===== config.mk =====
export PLATFORM = sky130hd
export DESIGN_NAME = ndp_feed_scheduler
export DESIGN_NICKNAME = d
export VERILOG_FILES = /design/src/rtl/ndp_feed_scheduler.sv
export SDC_FILE = /design/constraint.sdc
export NUM_CORES = 1
export LEC_CHECK = 0
export ABC_AREA = 1
export BUFFER_PORTS_ARGS = -buffer_cell sky130_fd_sc_hd__buf_4
export CORE_UTILIZATION = 59
export DETAILED_ROUTE_END_ITERATION = 16
export HOLD_SLACK_MARGIN = 0.03
export PLACE_DENSITY = 0.88
export SLEW_MARGIN = 40
export SYNTH_ARGS = -nofsm -noshare
export SYNTH_HDL_FRONTEND = slang
export SYNTH_SLANG_ARGS = --single-unit

===== constraint.sdc =====
create_clock -name clk -period 5 [get_ports clk]
set_clock_uncertainty 0.15 [all_clocks]
set_input_delay 0.75 -clock clk [delete_from_list [all_inputs] [get_ports clk]]
set_output_delay 0.75 -clock clk [all_outputs]
set_load 0.01 [all_outputs]

===== src/rtl/ndp_feed_scheduler.sv =====
// ndp_feed_scheduler: job sequencer in front of the NDP compute unit.
// It accepts one tile command, streams cmd_len rows of A/B operand addresses
// into the buffer, raises in_done_flag, waits for calc_done_flag and then
// presents the result with a valid/ready handshake.
// Optional WAIT watchdog with an ERR state: define NDP_SCHED_TIMEOUT_EN.
module ndp_feed_scheduler #(
    parameter int ADDR_W      = 10,
    parameter int LEN_W       = 10,
    parameter int TIMEOUT_CYC = 1024
) (
    input  logic              clk,
    input  logic              reset,
    input  logic              cmd_valid,
    output logic              cmd_ready,
    input  logic [LEN_W-1:0]  cmd_len,
    input  logic [ADDR_W-1:0] cmd_a_base,
    input  logic [ADDR_W-1:0] cmd_b_base,
    input  logic [1:0]        cmd_simd,
    output logic              rd_en,
    output logic [ADDR_W-1:0] rd_a_addr,
    output logic [ADDR_W-1:0] rd_b_addr,
    output logic              feed_en,
    output logic              in_done_flag,
    output logic [1:0]        SIMD_control,
    input  logic              calc_done_flag,
    output logic              res_valid,
    input  logic              res_ready,
    output logic              busy,
    output logic              err,
    input  logic              err_clr
);

    typedef enum logic [2:0] {
        S_IDLE,
        S_FEED,
        S_FLUSH,
        S_WAIT,
        S_RESULT,
        S_ERR
    } state_t;

    state_t            r_state;
    state_t            w_next;
    logic [LEN_W-1:0]  r_len;
    logic [LEN_W-1:0]  r_cnt;
    logic [ADDR_W-1:0] r_a_base;
    logic [ADDR_W-1:0] r_b_base;
    logic [1:0]        r_simd;
    logic              r_cmd_ready;
    logic              r_feed_en;
    logic              w_accept;
    logic              w_last;
    logic              w_wd_expired;
    logic              w_rd_en;
    logic              w_in_done;
    logic              w_res_valid;
    logic              w_busy;

    assign w_accept = cmd_valid && r_cmd_ready && (r_state == S_IDLE);
    assign w_last   = (r_cnt == r_len - LEN_W'(1));

`ifdef NDP_SCHED_TIMEOUT_EN
    localparam int WD_W = $clog2(TIMEOUT_CYC) + 1;

    logic [WD_W-1:0] r_wdog;

    // Count cycles spent in WAIT; restart from zero whenever WAIT is left
    always_ff @(posedge clk or negedge reset) begin
        if (!reset) begin
            r_wdog <= '0;
        end else if (r_state == S_WAIT) begin
            r_wdog <= r_wdog + WD_W'(1);
        end else begin
            r_wdog <= '0;
        end
    end

    assign w_wd_expired = (r_state == S_WAIT) && (r_wdog == WD_W'(TIMEOUT_CYC - 1));
    assign err          = (r_state == S_ERR);
`else
    logic [1:0] w_unused_cfg;

    assign w_unused_cfg = {err_clr, TIMEOUT_CYC[0]};
    assign w_wd_expired = 1'b0;
    assign err          = 1'b0;
`endif

    // State register plus the registered cmd_ready and the one-stage feed_en delay
    always_ff @(posedge clk or negedge reset) begin
        if (!reset) begin
            r_state     <= S_IDLE;
            r_cmd_ready <= 1'b0;
            r_feed_en   <= 1'b0;
        end else begin
            r_state     <= w_next;
            r_cmd_ready <= (w_next == S_IDLE);
            r_feed_en   <= (r_state == S_FEED);
        end
    end

    // Latch the command on acceptance and advance the step counter while feeding
    always_ff @(posedge clk or negedge reset) begin
        if (!reset) begin
            r_len    <= '0;
            r_cnt    <= '0;
            r_a_base <= '0;
            r_b_base <= '0;
            r_simd   <= 2'b00;
        end else if (w_accept) begin
            r_len    <= cmd_len;
            r_cnt    <= '0;
            r_a_base <= cmd_a_base;
            r_b_base <= cmd_b_base;
            r_simd   <= cmd_simd;
        end else if (r_state == S_FEED) begin
            r_cnt <= r_cnt + LEN_W'(1);
        end
    end

    // Next-state and Moore outputs of the job sequencer
    always_comb begin
        w_next      = r_state;
        w_rd_en     = 1'b0;
        w_in_done   = 1'b0;
        w_res_valid = 1'b0;
        w_busy      = 1'b1;
        case (r_state)
            S_IDLE: begin
                w_busy = 1'b0;
                if (w_accept && (cmd_len != '0)) begin
                    w_next = S_FEED;
                end
            end
            S_FEED: begin
                w_rd_en = 1'b1;
                if (w_last) begin
                    w_next = S_FLUSH;
                end
            end
            S_FLUSH: begin
                w_next = S_WAIT;
            end
            S_WAIT: begin
                w_in_done = 1'b1;
                if (calc_done_flag) begin
                    w_next = S_RESULT;
                end else if (w_wd_expired) begin
                    w_next = S_ERR;
                end
            end
            S_RESULT: begin
                w_res_valid = 1'b1;
                if (res_ready) begin
                    w_next = S_IDLE;
                end
            end
            S_ERR: begin
`ifdef NDP_SCHED_TIMEOUT_EN
                if (err_clr) begin
                    w_next = S_IDLE;
                end
`else
                w_next = S_IDLE;
`endif
            end
            default: begin
                w_next = S_IDLE;
            end
        endcase
    end

    assign cmd_ready    = r_cmd_ready;
    assign rd_en        = w_rd_en;
    assign rd_a_addr    = r_a_base + ADDR_W'(r_cnt);
    assign rd_b_addr    = r_b_base + ADDR_W'(r_cnt);
    assign feed_en      = r_feed_en;
    assign in_done_flag = w_in_done;
    assign SIMD_control = r_simd;
    assign res_valid    = w_res_valid;
    assign busy         = w_busy;

endmodule

==> flow_metrics.py <==
metrics = {
    "critical_path": {
        "crit_fanout": 5,
        "crit_path_start_kind": "register",
        "arrival_ps": 2550,
        "rr_worst_depth": 11,
        "slowest_delay_ps": 510,
        "path_buf_inv": 2,
        "cp.depth": 8,
        "cpLargestDelayFamily": "adder cells",
        "critPathCaptureType": "output pin",
        "path_cells": "ha_1, inv_1, fa_1, o21ai_0, nand4_1, o211ai_1, xor2_1, buf_4",
        "critPathRequiredTime_ps": 4100,
        "slowest_stage": "dfrtp_1",
        "path_class": "register to output pin",
    },
    "sta": {
        "hold_violations": 0,
        "fmax_ghz": 0.2895,
        "fin_crit_ps": 3455,
        "tightest_slew_ps": 612.8,
        "finalMaxSlewViolations": 0,
        "setup_viol": 0,
        "fin_crit_sh": 0.6909,
        "setup_tns_ps": 0,
        "rsz0062_at_grt": "false",
        "slew_headroom": 0.5908,
    },
    "placement": {
        "io_buffers": 64,
        "place_area_um2": 3620,
        "place_congestion": 0.9540,
        "hpwl_um": 5346,
    },
    "synthesis": {
        "synth_top_cell_area_share": 0.3800,
        "yosysMostFrequentCell": "nand2_1",
        "seq_area_frac_synth": 0.3800,
        "syn_avg_cell_area_um2": 7.405,
        "synth_top_flop_cell": "dfrtp_1",
        "netlist_instances": 418,
        "synth_seq_cells": 47,
        "ys_top_cells_by_count": "nand2_1, dfrtp_1, inv_1, nor2_1, a21oi_1",
        "yosys.area_share.adder": 0.09378,
        "synth-edff-count": 0,
        "synth_nets": 478,
        "synthMuxAreaShare": 0,
        "synth_compound_area_frac": 0.09741,
        "synthArstFlopShare": 1.000,
        "syn_area_um2": 3095,
        "synth_top_family_by_area": "simple AND/OR/NAND/NOR gates",
        "synth_xor_xnor_area_share": 0.05659,
        "synth.distinct_cells": 34,
        "yosysTopAreaCell": "dfrtp_1",
        "ys_top_cells_by_area": "dfrtp_1, nand2_1, ha_1",
        "synthSimpleGateAreaFrac": 0.3011,
        "synth_warnings": 0,
    },
    "power": {
        "p_leak_nw": 2.013,
        "ir_drop_v": 0.0003507,
        "p_seq_frac": 0.268,
        "power.internal_mw": 1.435,
        "power_density_nw_per_um2": 696.2,
        "power.switching_mw": 1.177,
        "p_comb_frac": 0.606,
        "clockPowerShare": 0.125,
        "swShare": 0.4507,
    },
    "layout": {
        "multi_input_area_um2": 1703,
        "fillers": 396,
        "drive_gt1_frac": 0.1743,
        "final_cell_area_um2": 3752,
        "n_antenna_cell": 0,
        "regArea_um2": 1176,
        "fin_nets": 541,
        "syn_to_final_growth_pct": 21.22,
    },
    "routing": {
        "wire_per_inst_um": 13.18,
        "drtIter0Drc": 246,
        "drc": 0,
        "route.vias.total": 2953,
        "drtPass1Iterations": 4,
        "ant_nets": 0,
        "via_per_inst": 5.379,
        "routed_wl_um": 7236,
    },
    "floorplan": {
        "pin_count": 67,
        "core_um2": 4880,
        "initial_core_util": 0.6344,
        "die_area_um2": 5541,
        "die_h_um": 74.44,
        "rows": 25,
        "die_x_um": 74.44,
    },
    "cts": {
        "cts_setup_buffers": 0,
        "cts_resized": 0,
        "clkSinkCount": 47,
        "ctsHoldBuffers": 0,
        "clkTransAtPathRegs_ps": 90,
        "cts_root_buf": "clkbuf_8",
        "cts_buffers": 5,
        "cts_tree": "yes",
        "htreeDepth": 2,
        "clock_latency_ps": 300,
        "cts_max_path_buffers": 2,
    },
    "grt": {
        "antenna_found_initial": 0,
        "grt_pass1_wl_um": 11760,
        "grt_pass1_vias": 2651,
        "grt_max_degree": 48,
        "grt_overflow": 0,
        "grt_use_total": 0.2842,
    },
    "outcome": {
        "status": "complete, no violations",
    },
    "run": {
        "cap_violations": 0,
    },
    "worst_hold_path": {
        "min_path_type": "input pin to async pin",
    },
}
routing by layer:
layer | up-vias | share of wire | track usage
met5 | - | 0 | 0
met4 | 0 | 0.021 | 0.1006
met3 | 15 | 0.064 | 0.05556
met2 | 111 | 0.49 | 0.4635
met1 | 1364 | 0.43 | 0.3784
li1 | 1463 | - | -
power groups by stage:
stage | combinational, mW | clock, mW | sequential, mW
after CTS | 1.59 | 0.330 | 0.697
after floorplan | 1.02 | 0 | 0.658
after detailed placement | 1.58 | 0 | 0.704
after global placement | 1.51 | 0 | 0.697
final | 1.58 | 0.327 | 0.701
after global routing | 1.78 | 0.346 | 0.720
layout by cell type (no fill, tap or decap), drive strengths merged, types with 5 or more instances in the layout:
cell / count
dfrtp: 47
xnor2: 8
nor2: 32
inv: 45
o21ai: 21
nor3: 10
nand4: 5
buf: 65
clkbuf: 6
xor2: 12
ha: 20
nand3: 22
nand2: 146
a21oi: 27
state kept, by name, summed over array words and instances (netlist names):
register      flops
r_cnt            10
r_len            10
feed_en           1
cmd_ready         1
SIMD_control      2
r_a_base         10
r_b_base         10
r_state           3
per-stage QoR:
stage                 util  instances  setup slack (ps)  power (mW)  hold slack (ps)
global placement    0.7418        541              1986       2.211            314.2
detailed placement  0.7418        541              1905       2.279            316.6
global route        0.7690        549              1401       2.849            343.2
floorplan                -        418              2299       1.680            302.8
finish              0.7690        549              1545       2.612            284.3
CTS                 0.7690        549              1572       2.613            312.0
layout make-up:
cell class	count	area share
repair buffers	65	0.1300
inverters	45	0.04501
clock buffers	6	0.01934
multi-input cells	317	0.4538
clock inverters	2	0.01601
well taps	67	0.02234
flip-flops and latches	47	0.3134
cell families after synthesis:
kind of cell             count (synthesis)
buffers and inverters                   54
AO/OA/AOI/OAI                           56
XOR/XNOR                                20
other                                    1
flip-flops                              47
adder cells (fa/ha/maj)                 22
AND/OR/NAND/NOR                        218
path summary, 6_finish.rpt:
path,from,end,slack (ps)
worst max-delay path,r_cnt[0]$_DFFE_PN0P_,rd_a_addr[8],1550
worst min-delay path,reset,SIMD_control[0]$_DFFE_PN0P_,280
worst max register to register,r_len[0]$_DFFE_PN0P_,cmd_ready$_DFF_PN0_,2870
worst min register to register,SIMD_control[1]$_DFFE_PN0P_,SIMD_control[1]$_DFFE_PN0P_,340
max in group asynchronous,reset,r_a_base[8]$_DFFE_PN0P_,4020
min in group clk,SIMD_control[1]$_DFFE_PN0P_,SIMD_control[1]$_DFFE_PN0P_,340
No activity file was read; power rests on OpenSTA's default activity.
